[src/rtl/core_pkg.sv]
// Shared constants and the drain FSM state type used by the psum drain path.
package core_pkg;

    localparam int PSUM_BW = 16;
    localparam int COL     = 8;

    typedef enum logic {
        IDLE  = 1'b0,
        SHIFT = 1'b1
    } drain_state_t;

endpackage

[src/rtl/psum_drain_if.sv]
// Bundle of psum drain signals: word input side, lane output side, buffer status.
interface psum_drain_if
    import core_pkg::*;
#(
    parameter int col     = COL,
    parameter int psum_bw = PSUM_BW,
    parameter int depth   = 4
);

    // Input accepts in_data on any cycle in_valid=1 (no ready; drops set overflow).
    // Output lane transfers on a rising clk edge when out_valid=1 and out_ready=1;
    // while out_valid=1 and out_ready=0, out_data/out_col/out_last hold stable.
    logic [col*psum_bw-1:0]     in_data;
    logic                       in_valid;
    logic                       relu_en;
    logic [psum_bw-1:0]         out_data;
    logic                       out_valid;
    logic                       out_ready;
    logic [$clog2(col)-1:0]     out_col;
    logic                       out_last;
    logic                       full;
    logic                       empty;
    logic                       overflow;
    logic [$clog2(depth):0]     count;
    drain_state_t               dbg_state;

    modport slave (
        input  in_data, in_valid, relu_en, out_ready,
        output out_data, out_valid, out_col, out_last,
               full, empty, overflow, count, dbg_state
    );

    modport master (
        output in_data, in_valid, relu_en, out_ready,
        input  out_data, out_valid, out_col, out_last,
               full, empty, overflow, count, dbg_state
    );

endinterface

[src/rtl/psum_fifo.sv]
// Circular word buffer with registered full/empty; push while full succeeds only with a pop.
module psum_fifo #(
    parameter int width = 128,
    parameter int depth = 4
) (
    input  logic                     clk,
    input  logic                     reset,
    input  logic                     i_push,
    input  logic                     i_pop,
    input  logic [width-1:0]         i_data,
    output logic [width-1:0]         o_data,
    output logic                     o_full,
    output logic                     o_empty,
    output logic [$clog2(depth):0]   o_count
);

    localparam int AW = $clog2(depth);
    localparam int NW = AW + 1;

    logic [width-1:0] r_mem [depth];
    logic [AW-1:0]    r_wptr;
    logic [AW-1:0]    r_rptr;
    logic [NW-1:0]    r_count;
    logic             r_full;
    logic             r_empty;

    logic             w_do_push;
    logic             w_do_pop;
    logic [NW-1:0]    w_count_next;

    assign w_do_pop  = i_pop && !r_empty;
    assign w_do_push = i_push && (!r_full || w_do_pop);

    always_comb begin
        w_count_next = r_count;
        case ({w_do_push, w_do_pop})
            2'b10:   w_count_next = r_count + 1'b1;
            2'b01:   w_count_next = r_count - 1'b1;
            default: w_count_next = r_count;
        endcase
    end

    always_ff @(posedge clk or negedge reset) begin
        if (!reset) begin
            r_wptr  <= '0;
            r_rptr  <= '0;
            r_count <= '0;
            r_full  <= 1'b0;
            r_empty <= 1'b1;
        end else begin
            if (w_do_push)
                r_wptr <= (r_wptr == AW'(depth - 1)) ? '0 : r_wptr + 1'b1;
            if (w_do_pop)
                r_rptr <= (r_rptr == AW'(depth - 1)) ? '0 : r_rptr + 1'b1;
            r_count <= w_count_next;
            r_full  <= (w_count_next == NW'(depth));
            r_empty <= (w_count_next == '0);
        end
    end

    // Storage needs no reset: pointers and count define what is valid.
    always_ff @(posedge clk) begin
        if (w_do_push)
            r_mem[r_wptr] <= i_data;
    end

    assign o_data  = r_mem[r_rptr];
    assign o_full  = r_full;
    assign o_empty = r_empty;
    assign o_count = r_count;

endmodule

[src/rtl/psum_drain.sv]
// Drains SFP output words one psum lane at a time through a word buffer,
// a serializer FSM and a per-lane ReLU mux.
module psum_drain
    import core_pkg::*;
#(
    parameter int col     = COL,
    parameter int psum_bw = PSUM_BW,
    parameter int depth   = 4
) (
    input  logic         clk,
    input  logic         reset,
    psum_drain_if.slave  bus
);

    localparam int CW = $clog2(col);
    localparam int WW = col * psum_bw;

    drain_state_t          r_state;
    drain_state_t          w_next_state;
    logic [WW-1:0]         r_sreg;
    logic [CW-1:0]         r_col;
    logic                  r_overflow;

    logic                  w_out_valid;
    logic                  w_last;
    logic                  w_xfer;
    logic                  w_pop;
    logic                  w_bypass;
    logic                  w_load;
    logic                  w_push;
    logic                  w_drop;
    logic [WW-1:0]         w_fifo_data;
    logic                  w_full;
    logic                  w_empty;
    logic [$clog2(depth):0] w_count;
    logic [psum_bw-1:0]    w_lane;

    psum_fifo #(
        .width (WW),
        .depth (depth)
    ) u_fifo (
        .clk     (clk),
        .reset   (reset),
        .i_push  (w_push),
        .i_pop   (w_pop),
        .i_data  (bus.in_data),
        .o_data  (w_fifo_data),
        .o_full  (w_full),
        .o_empty (w_empty),
        .o_count (w_count)
    );

    always_ff @(posedge clk or negedge reset) begin
        if (!reset)
            r_state <= IDLE;
        else
            r_state <= w_next_state;
    end

    always_comb begin
        w_next_state = r_state;
        case (r_state)
            IDLE:    if (!w_empty || bus.in_valid) w_next_state = SHIFT;
            SHIFT:   if (w_xfer && w_last && w_empty) w_next_state = IDLE;
            default: w_next_state = IDLE;
        endcase
    end

    // An idle drain with an empty buffer loads the incoming word directly,
    // so lane 0 appears the cycle after the push.
    always_comb begin
        w_out_valid = (r_state == SHIFT);
        w_last      = w_out_valid && (r_col == CW'(col - 1));
        w_xfer      = w_out_valid && bus.out_ready;
        w_pop       = 1'b0;
        w_bypass    = 1'b0;
        case (r_state)
            IDLE: begin
                if (!w_empty)
                    w_pop = 1'b1;
                else if (bus.in_valid)
                    w_bypass = 1'b1;
            end
            SHIFT:   w_pop = w_xfer && w_last && !w_empty;
            default: w_pop = 1'b0;
        endcase
    end

    assign w_load = w_pop || w_bypass;
    assign w_push = bus.in_valid && !w_bypass;
    assign w_drop = w_push && w_full && !w_pop;

    always_ff @(posedge clk or negedge reset) begin
        if (!reset) begin
            r_sreg <= '0;
            r_col  <= '0;
        end else if (w_load) begin
            r_sreg <= w_bypass ? bus.in_data : w_fifo_data;
            r_col  <= '0;
        end else if (w_xfer) begin
            r_sreg <= r_sreg >> psum_bw;
            r_col  <= w_last ? '0 : r_col + 1'b1;
        end
    end

    always_ff @(posedge clk or negedge reset) begin
        if (!reset)
            r_overflow <= 1'b0;
        else if (w_drop)
            r_overflow <= 1'b1;
    end

    // The current lane always sits in the low bits of the shift register.
    assign w_lane = r_sreg[psum_bw-1:0];

    assign bus.out_data  = !w_out_valid ? '0 :
                           (bus.relu_en && w_lane[psum_bw-1]) ? '0 : w_lane;
    assign bus.out_valid = w_out_valid;
    assign bus.out_col   = r_col;
    assign bus.out_last  = w_last;
    assign bus.full      = w_full;
    assign bus.empty     = w_empty;
    assign bus.overflow  = r_overflow;
    assign bus.count     = w_count;
    assign bus.dbg_state = r_state;

endmodule

[src/flat_wrapper.sv]
// flat-port wrapper written by rule: the top's interface ports become plain ports
module psum_drain_flat import core_pkg::*;
#(
    parameter int col     = COL,
    parameter int psum_bw = PSUM_BW,
    parameter int depth   = 4
)
  (clk, reset, bus_in_data, bus_in_valid, bus_relu_en, bus_out_ready, bus_out_data, bus_out_valid, bus_out_col, bus_out_last, bus_full, bus_empty, bus_overflow, bus_count, bus_dbg_state);
  psum_drain_if #(.col(col), .psum_bw(psum_bw), .depth(depth)) bus_i ();
  input  logic clk;
  input  logic reset;
  input wire logic [$bits(bus_i.in_data)-1:0] bus_in_data;
  input wire logic [$bits(bus_i.in_valid)-1:0] bus_in_valid;
  input wire logic [$bits(bus_i.relu_en)-1:0] bus_relu_en;
  input wire logic [$bits(bus_i.out_ready)-1:0] bus_out_ready;
  output wire logic [$bits(bus_i.out_data)-1:0] bus_out_data;
  output wire logic [$bits(bus_i.out_valid)-1:0] bus_out_valid;
  output wire logic [$bits(bus_i.out_col)-1:0] bus_out_col;
  output wire logic [$bits(bus_i.out_last)-1:0] bus_out_last;
  output wire logic [$bits(bus_i.full)-1:0] bus_full;
  output wire logic [$bits(bus_i.empty)-1:0] bus_empty;
  output wire logic [$bits(bus_i.overflow)-1:0] bus_overflow;
  output wire logic [$bits(bus_i.count)-1:0] bus_count;
  output wire logic [$bits(bus_i.dbg_state)-1:0] bus_dbg_state;
  assign bus_i.in_data = bus_in_data;
  assign bus_i.in_valid = bus_in_valid;
  assign bus_i.relu_en = bus_relu_en;
  assign bus_i.out_ready = bus_out_ready;
  assign bus_out_data = bus_i.out_data;
  assign bus_out_valid = bus_i.out_valid;
  assign bus_out_col = bus_i.out_col;
  assign bus_out_last = bus_i.out_last;
  assign bus_full = bus_i.full;
  assign bus_empty = bus_i.empty;
  assign bus_overflow = bus_i.overflow;
  assign bus_count = bus_i.count;
  assign bus_dbg_state = bus_i.dbg_state;
  psum_drain #(.col(col), .psum_bw(psum_bw), .depth(depth)) u_core (.clk(clk), .reset(reset), .bus(bus_i));
endmodule
[config.mk]
export PLATFORM = sky130hd
export DESIGN_NAME = psum_drain_flat
export DESIGN_NICKNAME = d
export VERILOG_FILES = /design/src/rtl/core_pkg.sv /design/src/rtl/psum_drain_if.sv /design/src/rtl/psum_fifo.sv /design/src/rtl/psum_drain.sv /design/src/flat_wrapper.sv
export SDC_FILE = /design/constraint.sdc
export NUM_CORES = 1
export LEC_CHECK = 0
export CORE_ASPECT_RATIO = 1.25
export CORE_MARGIN = 8
export CORE_UTILIZATION = 60
export DETAILED_ROUTE_END_ITERATION = 7
export GPL_TIMING_DRIVEN = 0
export PLACE_DENSITY = 0.91
export SKIP_CTS_REPAIR_TIMING = 1
export SYNTH_ARGS = -nofsm -noshare
export SYNTH_HDL_FRONTEND = slang
export SYNTH_SLANG_ARGS = --single-unit
[constraint.sdc]
create_clock -name clk -period 8.86 [get_ports clk]
set_input_delay 1.772 -clock clk [delete_from_list [all_inputs] [get_ports clk]]
set_output_delay 1.772 -clock clk [all_outputs]
set_load 0.01 [all_outputs]
==> results of run 1 <==
## worst max-delay path: cells and delay by family
| kind | cells | cell delay, ns |
|---|---|---|
| compound gates | 1 | 0.36 |
| simple gates | 1 | 0.22 |
| buf+inv | 3 | 1.36 |
## synth_stat cells
master / number
sky130_fd_sc_hd__inv_1: 11
sky130_fd_sc_hd__o221ai_1: 40
sky130_fd_sc_hd__buf_2: 36
sky130_fd_sc_hd__and3_1: 1
sky130_fd_sc_hd__buf_8: 5
sky130_fd_sc_hd__o22ai_1: 88
sky130_fd_sc_hd__a21oi_1: 179
sky130_fd_sc_hd__o21ai_2: 1
sky130_fd_sc_hd__nand2b_1: 1
sky130_fd_sc_hd__nand3_1: 1
sky130_fd_sc_hd__and2_1: 17
sky130_fd_sc_hd__xnor2_1: 2
sky130_fd_sc_hd__o21ai_1: 42
sky130_fd_sc_hd__mux2i_1: 24
sky130_fd_sc_hd__ha_1: 8
sky130_fd_sc_hd__a21oi_2: 1
sky130_fd_sc_hd__dfstp_2: 1
sky130_fd_sc_hd__clkinv_1: 1
sky130_fd_sc_hd__nor2b_1: 89
sky130_fd_sc_hd__mux4_2: 128
sky130_fd_sc_hd__nor2_2: 1
sky130_fd_sc_hd__o31ai_1: 1
sky130_fd_sc_hd__buf_6: 7
sky130_fd_sc_hd__nor3b_1: 2
sky130_fd_sc_hd__nor2_1: 100
sky130_fd_sc_hd__xor2_1: 1
sky130_fd_sc_hd__o21ai_0: 89
sky130_fd_sc_hd__o2bb2ai_2: 1
sky130_fd_sc_hd__nand2_1: 199
sky130_fd_sc_hd__fa_1: 1
sky130_fd_sc_hd__buf_4: 7
sky130_fd_sc_hd__nor3_1: 1
sky130_fd_sc_hd__clkbuf_1: 84
sky130_fd_sc_hd__dfrtp_1: 141
sky130_fd_sc_hd__buf_1: 10
sky130_fd_sc_hd__mux2_2: 6
sky130_fd_sc_hd__edfxtp_1: 512
## layer usage
| metal | track usage | vias to the layer above | share of wire |
|---|---|---|---|
| met5 | 0 | - | 0.00041 |
| met4 | 0.188 | 6 | 0.072 |
| met3 | 0.0703 | 344 | 0.10 |
| met2 | 0.463 | 1405 | 0.49 |
| met1 | 0.338 | 9076 | 0.34 |
| li1 | - | 7515 | - |
## flip-flops by register name (all words and copies together), names as in the netlist
register,count
u_core.u_fifo.r_mem,512
u_core.u_fifo.r_wptr,2
u_core.u_fifo.o_count,3
u_core.u_fifo.o_full,1
u_core.bus.overflow,1
u_core.u_fifo.r_rptr,2
u_core.bus.dbg_state,1
u_core.bus.out_col,3
u_core.r_sreg,128
u_core.u_fifo.o_empty,1
## stage by stage
| step | instance area [um2] | setup TNS (ns) | total power, uW | hold WS [ns] | std cells |
|---|---|---|---|---|---|
| global placement | 29700 | -2100.33 | 6710 | 0.496 | 2577 |
| finish | 32200 | 0 | 9530 | 0.528 | 2718 |
| CTS | 32200 | 0 | 9490 | 0.527 | 2705 |
| floorplan | 27400 | 0 | 5930 | 0.487 | 1839 |
| global route | 32200 | 0 | 9820 | 0.548 | 2715 |
| detailed placement | 30200 | 0 | 6800 | 0.513 | 2597 |
## layout make-up
| cell class | count | area, um2 | area share |
|---|---|---|---|
| antenna | 13 | 32.5 | 0.00101 |
| clock inverter | 31 | 367 | 0.0114 |
| multi-input combinational | 1024 | 7690 | 0.239 |
| inverter | 12 | 45.0 | 0.00140 |
| clock buffer | 77 | 1670 | 0.0518 |
| sequential | 654 | 18900 | 0.587 |
| timing repair buffer | 180 | 2040 | 0.0633 |
| buffer | 149 | 739 | 0.0229 |
| tap | 578 | 723 | 0.0224 |
## power by group
part,internal [uW],total [uW],switching (uW)
combinational,1160,2530,1370
sequential,4020,4310,293
clock,1530,2680,1150
total,6710,9530,2820
## logic make-up (layout without fill, tap and decap cells)
group	after synthesis	count (layout)	share of synthesized area
muxes	158	158	0.117
and+or+nand+nor	412	412	0.0668
xor gates and xnor gates	3	3	0.000960
DFF	654	654	0.692
other	0	13	0
adders and majority gates	9	9	0.00439
AOI/OAI and AO/OA	442	442	0.0911
buffers and inverters	161	449	0.0287
## worst paths after layout
kind	from	to	slack [ns]
setup / recovery	bus_relu_en	bus_out_data[10]	3.37
hold / removal	u_core.r_sreg[127]$_DFFE_PN0P_	u_core.r_sreg[127]$_DFFE_PN0P_	0.53
setup reg to reg	u_core.bus.out_col[0]$_DFFE_PN0P_	u_core.u_fifo.r_mem[2][121]$_DFFE_PP_	4.58
hold reg to reg	u_core.r_sreg[127]$_DFFE_PN0P_	u_core.r_sreg[127]$_DFFE_PN0P_	0.53
max in group asynchronous	reset	u_core.r_sreg[80]$_DFFE_PN0P_	6.93
min in group asynchronous	reset	u_core.r_sreg[121]$_DFFE_PN0P_	1.08
## placed cells by master, fill, tap and decap left out, drive strengths merged
cell           instances
and2                  17
fa                     1
o2bb2ai                1
diode                 13
nor2                 101
buf                   86
o31ai                  1
mux2                   6
clkbuf               161
nor3b                  2
dfstp                  1
o221ai                40
o21ai                132
nand2                199
a21oi                180
clkdlybuf4s50        159
dfrtp                141
mux4                 128
nand3                  1
xnor2                  2
edfxtp               512
nor3                   1
o22ai                 88
ha                     8
xor2                   1
clkinvlp               2
and3                   1
mux2i                 24
inv                   13
clkinv                21
bufinv                 7
nand2b                 1
nor2b                 89
==> qor.log, run 1 <==
qor: status.run_status complete, no violations
qor: sta.period_minus_slack 5.49 ns
qor: setup_path.crit_top_cell sky130_fd_sc_hd__clkdlybuf4s50_1
qor: yosys.proportion_of_synthesized_chip_area_in_sequential_cells 0.692
qor: yosys.synthesis.nets 1981
qor: route.ant_nets 0
qor: final_layout.count_of_filler_cells_inserted_in_the_layout 2682
qor: sta.rsz_0062_raised_after_global_routing false
qor: die.initial_core_util 0.607
qor: place.last_weighted_congestion_value_of_the_routability_driven_placer 0.930
qor: cts.cts-root-buf sky130_fd_sc_hd__clkbuf_16
qor: power_and_ir_drop.power.leakage 0.0113 uW
qor: setup_path.worst-path-max-fanout 10
qor: cts.clk_pin_slew 0.07 ns
qor: die.floorplan.die_area 0.0528 mm2
qor: route.route.vias.total 18300
qor: setup_path.cp_cell_sequence clkdlybuf4s50_1 -> a21oi_1 -> clkbuf_1 -> and2_1 -> clkdlybuf4s50_1
qor: setup_path.critPathMaxStageDelay 0.55 ns
qor: global_routing.grt_first_pass_wirelength 114 mm
qor: yosys.synthTopCellsByArea sky130_fd_sc_hd__edfxtp_1 56%, sky130_fd_sc_hd__dfrtp_1 13%, sky130_fd_sc_hd__mux4_2 11%, sky130_fd_sc_hd__a21oi_1 3.3%, sky130_fd_sc_hd__nand2_1 2.7%
qor: setup_path.arrival 3.72 ns
qor: die.placement_rows 87
qor: yosys.post_synth_num_cell_types 37
qor: final_layout.finalCoreUtilization 0.715
qor: cts.numCtsBuffers 58
qor: sta.timing.final.setup_violations 0
qor: cts.clock_tree.buffer_depth 3
qor: setup_path.critical_path_class primary input to primary output
qor: yosys.synthesis.area 0.0274 mm2
qor: die.design.core.area 0.0451 mm2
qor: sta.fin_crit_sh 0.620
qor: route.wirelength 75.9 mm
qor: final_layout.nets_finish 2221
qor: final_layout.layout-area-overhead-vs-synth 17.8%
qor: yosys.post-synth-top-area-fraction 0.562
qor: global_routing.number_of_global_route_vias_before_repair 18800
qor: route.avgViaCountPerCell 6.75
qor: setup_path.ff2ff_path_depth 10
qor: sta.fin_skew 0.0448 ns
qor: min_path.worst_hold_path.num_cells 2
qor: global_routing.antenna_found_initial 15
qor: route.detail_route.wl_per_cell 27.9 um
qor: setup_path.crit_required 7.09 ns
qor: global_routing.grt_overflow 0
qor: place.port_buffers 160
qor: sta.final_hold_viol_count 0
qor: power_and_ir_drop.peakVddDrop 0.000204 V
qor: route.first_iter_violations 2471
qor: cts.tritoncts yes
qor: yosys.synth_largest_area_cell sky130_fd_sc_hd__edfxtp_1
qor: die.die-width 207 um
qor: power_and_ir_drop.power-per-cell-area 296 mW/mm2
qor: global_routing.global_route.usage.total 0.284
qor: route.drc 0
qor: yosys.syn_avg_cell_area 14.9 um2
qor: setup_path.timing.critical_path.to_type primary output
qor: sta.timing.final.ws_setup 3.37 ns
qor: setup_path.start_kind primary input
qor: die.die_height 255 um
qor: sta.fmax_achieved 182 MHz
qor: yosys.netlist_instances 1839
qor: global_routing.grt_max_degree 96
qor: place.dp_wirelength 49.1 mm
qor: sta.report.final.slew_viol_count 0
qor: sta.timing_worst_slew_pin_value 1.02 ns
qor: cts.tritoncts_num_sinks 654
qor: cts.cts.htree.levels 2
qor: sta.max-slew-margin-rel 0.316
qor: min_path.min_path_type register to register
qor: cts.worstSkewPairLatency 0.66 ns
qor: setup_path.cp_slowest_cell sky130_fd_sc_hd__clkdlybuf4s50_1
qor: final_layout.ratio_of_cells_with_drive_above_1_in_the_final_layout 0.147
qor: die.floorplan.io_pins 161
qor: run.cap_viol_max_count 0
qor: yosys.synth-warning-count 0
qor: place.preCtsSetupSlack 3.42 ns
qor: yosys.synth.ff_latch_count 654
qor: route.drt_first_pass_iters 7
Note: power is estimated with default switching activity, not from simulation.
==> run 2: changes to the inputs <==
- clock period: 8.86 -> 5.56 ns (I/O delays scaled with it)
==> run 2 against run 1 <==
  * Wire length increased by 0.28%
  * Clock power increased by 60%
  * Clock skew decreased by 0.0023 ns
  * Critical path type is now register to primary output
  * Cell count increased by 0.11%
==> qor.log, run 2 (same netlist as run 1, synthesis figures left out) <==
qor: die.die-width 207 um [unchanged]
qor: route.drt_first_pass_iters 7 [unchanged]
qor: cts.worstSkewPairLatency 0.66 ns [about the same]
qor: final_layout.ratio_of_cells_with_drive_above_1_in_the_final_layout 0.147 [unchanged]
qor: die.floorplan.die_area 0.0528 mm2 [unchanged]
qor: cts.tritoncts_num_sinks 654 [unchanged]
qor: place.last_weighted_congestion_value_of_the_routability_driven_placer 0.930 [unchanged]
qor: route.drc 0 [unchanged]
qor: final_layout.multiInputGateArea 0.00769 mm2 [unchanged]
qor: cts.tritoncts yes [unchanged]
qor: route.route.vias.total 18300 [about the same]
qor: global_routing.grt_first_pass_wirelength 113 mm [was 114 mm]
qor: setup_path.r2r_slack 1.31 ns [was 4.58 ns]
qor: power_and_ir_drop.power-per-cell-area 471 mW/mm2 [was 296 mW/mm2]
qor: final_layout.reg_top3 u_core.u_fifo.r_mem (512), u_core.r_sreg (128) [unchanged]
qor: cts.clk_pin_slew 0.07 ns [about the same]
qor: final_layout.largest-register u_core.u_fifo.r_mem [unchanged]
qor: final_layout.final-seq-area 0.0189 mm2 [unchanged]
qor: sta.max-slew-margin-rel 0.315 [was 0.316]
qor: final_layout.nets_finish 2221 [unchanged]
qor: sta.rsz_0062_raised_after_global_routing false [unchanged]
qor: sta.timing.hold.ws 0.417 ns [was 0.528 ns]
qor: route.detail_route.wl_per_cell 28.0 um [was 27.9 um]
qor: sta.fin_skew 0.0425 ns [was 0.0448 ns]
qor: global_routing.number_of_global_route_vias_before_repair 18900 [was 18800]
qor: setup_path.start_kind register [was primary input]
qor: final_layout.layout-area-overhead-vs-synth 17.8% [about the same]
qor: sta.period_minus_slack 4.43 ns
qor: power_and_ir_drop.peakVddDrop 0.000328 V [was 0.000204 V]
qor: die.initial_core_util 0.607 [unchanged]
qor: power_and_ir_drop.power.leakage 0.0113 uW [unchanged]
qor: sta.fin_crit_sh 0.796
qor: setup_path.cp_cell_sequence buf_2 -> clkbuf_1 -> clkbuf_1 -> and2_1 -> clkdlybuf4s50_1 [was clkdlybuf4s50_1 -> a21oi_1 -> clkbuf_1 -> and2_1 -> clkdlybuf4s50_1]
qor: route.avgViaCountPerCell 6.73 [was 6.75]
qor: cts.numCtsBuffers 58 [unchanged]
qor: global_routing.antenna_found_initial 15 [unchanged]
qor: route.ant_nets 0 [unchanged]
qor: global_routing.grt_max_degree 96 [unchanged]
qor: final_layout.leading_cell_type_in_the_layout_fill_and_taps_excluded sky130_fd_sc_hd__edfxtp_1 [unchanged]
qor: sta.report.final.slew_viol_count 0 [unchanged]
qor: sta.timing_worst_slew_pin_value 1.03 ns [was 1.02 ns]
qor: global_routing.grt_overflow 0 [unchanged]
qor: sta.timing.final.setup_violations 0 [unchanged]
qor: sta.fmax_achieved 226 MHz
qor: power_and_ir_drop.totalPowerFinal 15200 uW [was 9530 uW]
qor: cts.cts.htree.levels 2 [unchanged]
qor: run.cap_viol_max_count 0 [unchanged]
qor: setup_path.cp_slowest_cell sky130_fd_sc_hd__clkdlybuf4s50_1 [unchanged]
qor: die.die_height 255 um [unchanged]
qor: setup_path.arrival 3.31 ns [was 3.72 ns]
qor: cts.clock_tree.buffer_depth 3 [unchanged]
qor: min_path.min_path_type primary input to asynchronous set/reset pin [was register to register]
qor: route.first_iter_violations 2394 [was 2471]
qor: die.placement_rows 87 [unchanged]
qor: setup_path.critical_path_class register to primary output [was primary input to primary output]
qor: final_layout.finalCoreUtilization 0.715 [about the same]
qor: place.port_buffers 160 [unchanged]
qor: final_layout.count_of_filler_cells_inserted_in_the_layout 2679 [was 2682]
qor: setup_path.timing.critical_path.max_delay_family buffers and inverters [unchanged]
qor: place.dp_wirelength 49.1 mm [unchanged]
qor: final_layout.mostFrequentLayoutCells 512 x sky130_fd_sc_hd__edfxtp_1, 199 x sky130_fd_sc_hd__nand2_1, 179 x sky130_fd_sc_hd__a21oi_1 [unchanged]
qor: setup_path.crit_top_cell sky130_fd_sc_hd__clkbuf_1 [was sky130_fd_sc_hd__clkdlybuf4s50_1]
qor: setup_path.worst-path-max-fanout 10 [unchanged]
qor: setup_path.timing.critical_path.to_type primary output [unchanged]
qor: final_layout.largest_reg_flops 512 [unchanged]
qor: die.design.core.area 0.0451 mm2 [unchanged]
qor: setup_path.combined_buffer_and_inverter_count_along_the_critical_path 4 [was 3]
qor: cts.cts-root-buf sky130_fd_sc_hd__clkbuf_16 [unchanged]
qor: global_routing.global_route.usage.total 0.284 [about the same]
qor: status.run_status complete, no violations [unchanged]
qor: route.wirelength 76.1 mm [was 75.9 mm]
qor: sta.final_hold_viol_count 0 [unchanged]
qor: setup_path.crit_required 4.45 ns [was 7.09 ns]
qor: die.floorplan.io_pins 161 [unchanged]
qor: setup_path.critPathMaxStageDelay 0.60 ns [was 0.55 ns]
[run 2: cell count changes in the layout (fill, tap and decap cells not counted)]
cell,change
sky130_fd_sc_hd__diode_2,+3
[run 2: metal layers]
metal	share of wire	global-route usage	wire length [um]	vias up
met5	0.00029	0	22	-
met4	0.070	0.190	5350	4
met3	0.099	0.0695	7560	338
met2	0.49	0.462	37300	1361
met1	0.34	0.337	25900	9091
li1	-	-	-	7512
[run 2: power breakdown]
part	leakage [uW]	switching (uW)	internal, uW
Sequential	0.00633	469	6400
Clock	0.00100	1840	2450
Combinational	0.00397	2190	1850
[run 2: per-stage QoR]
step / TNS (ns) / worst slack (ns) / area (um2) / instances
finish: 0 / 1.13 / 32200 / 2721
global route: 0 / 1.06 / 32200 / 2716
CTS: 0 / 1.30 / 32200 / 2705
detailed placement: 0 / 0.922 / 30200 / 2597
global placement: -3779.04 / -6.81 / 29700 / 2577
floorplan: -1027.44 / -2.01 / 27400 / 1839
[run 2: worst paths after layout]
kind,start,end,cells past startpoint
setup reg to reg,u_core.bus.out_col[0]$_DFFE_PN0P_,u_core.u_fifo.r_mem[2][119]$_DFFE_PP_,10
hold / removal,reset,u_core.r_sreg[119]$_DFFE_PN0P_,1
hold reg to reg,u_core.r_sreg[95]$_DFFE_PN0P_,u_core.r_sreg[95]$_DFFE_PN0P_,2
min in group clk,u_core.r_sreg[95]$_DFFE_PN0P_,u_core.r_sreg[95]$_DFFE_PN0P_,2
max in group asynchronous,reset,u_core.r_sreg[80]$_DFFE_PN0P_,2
setup / recovery,u_core.bus.dbg_state$_DFF_PN0_,bus_out_last,5
[run 2: layout make-up]
type / count / area share
plain buffers: 149 / 0.0229
clock buffers: 77 / 0.0518
multi-input cells: 1024 / 0.238
inverters: 12 / 0.00140
well taps: 578 / 0.0224
flip-flops and latches: 654 / 0.587
repair buffers: 180 / 0.0633
clock inverters: 31 / 0.0114
diodes: 16 / 0.00124
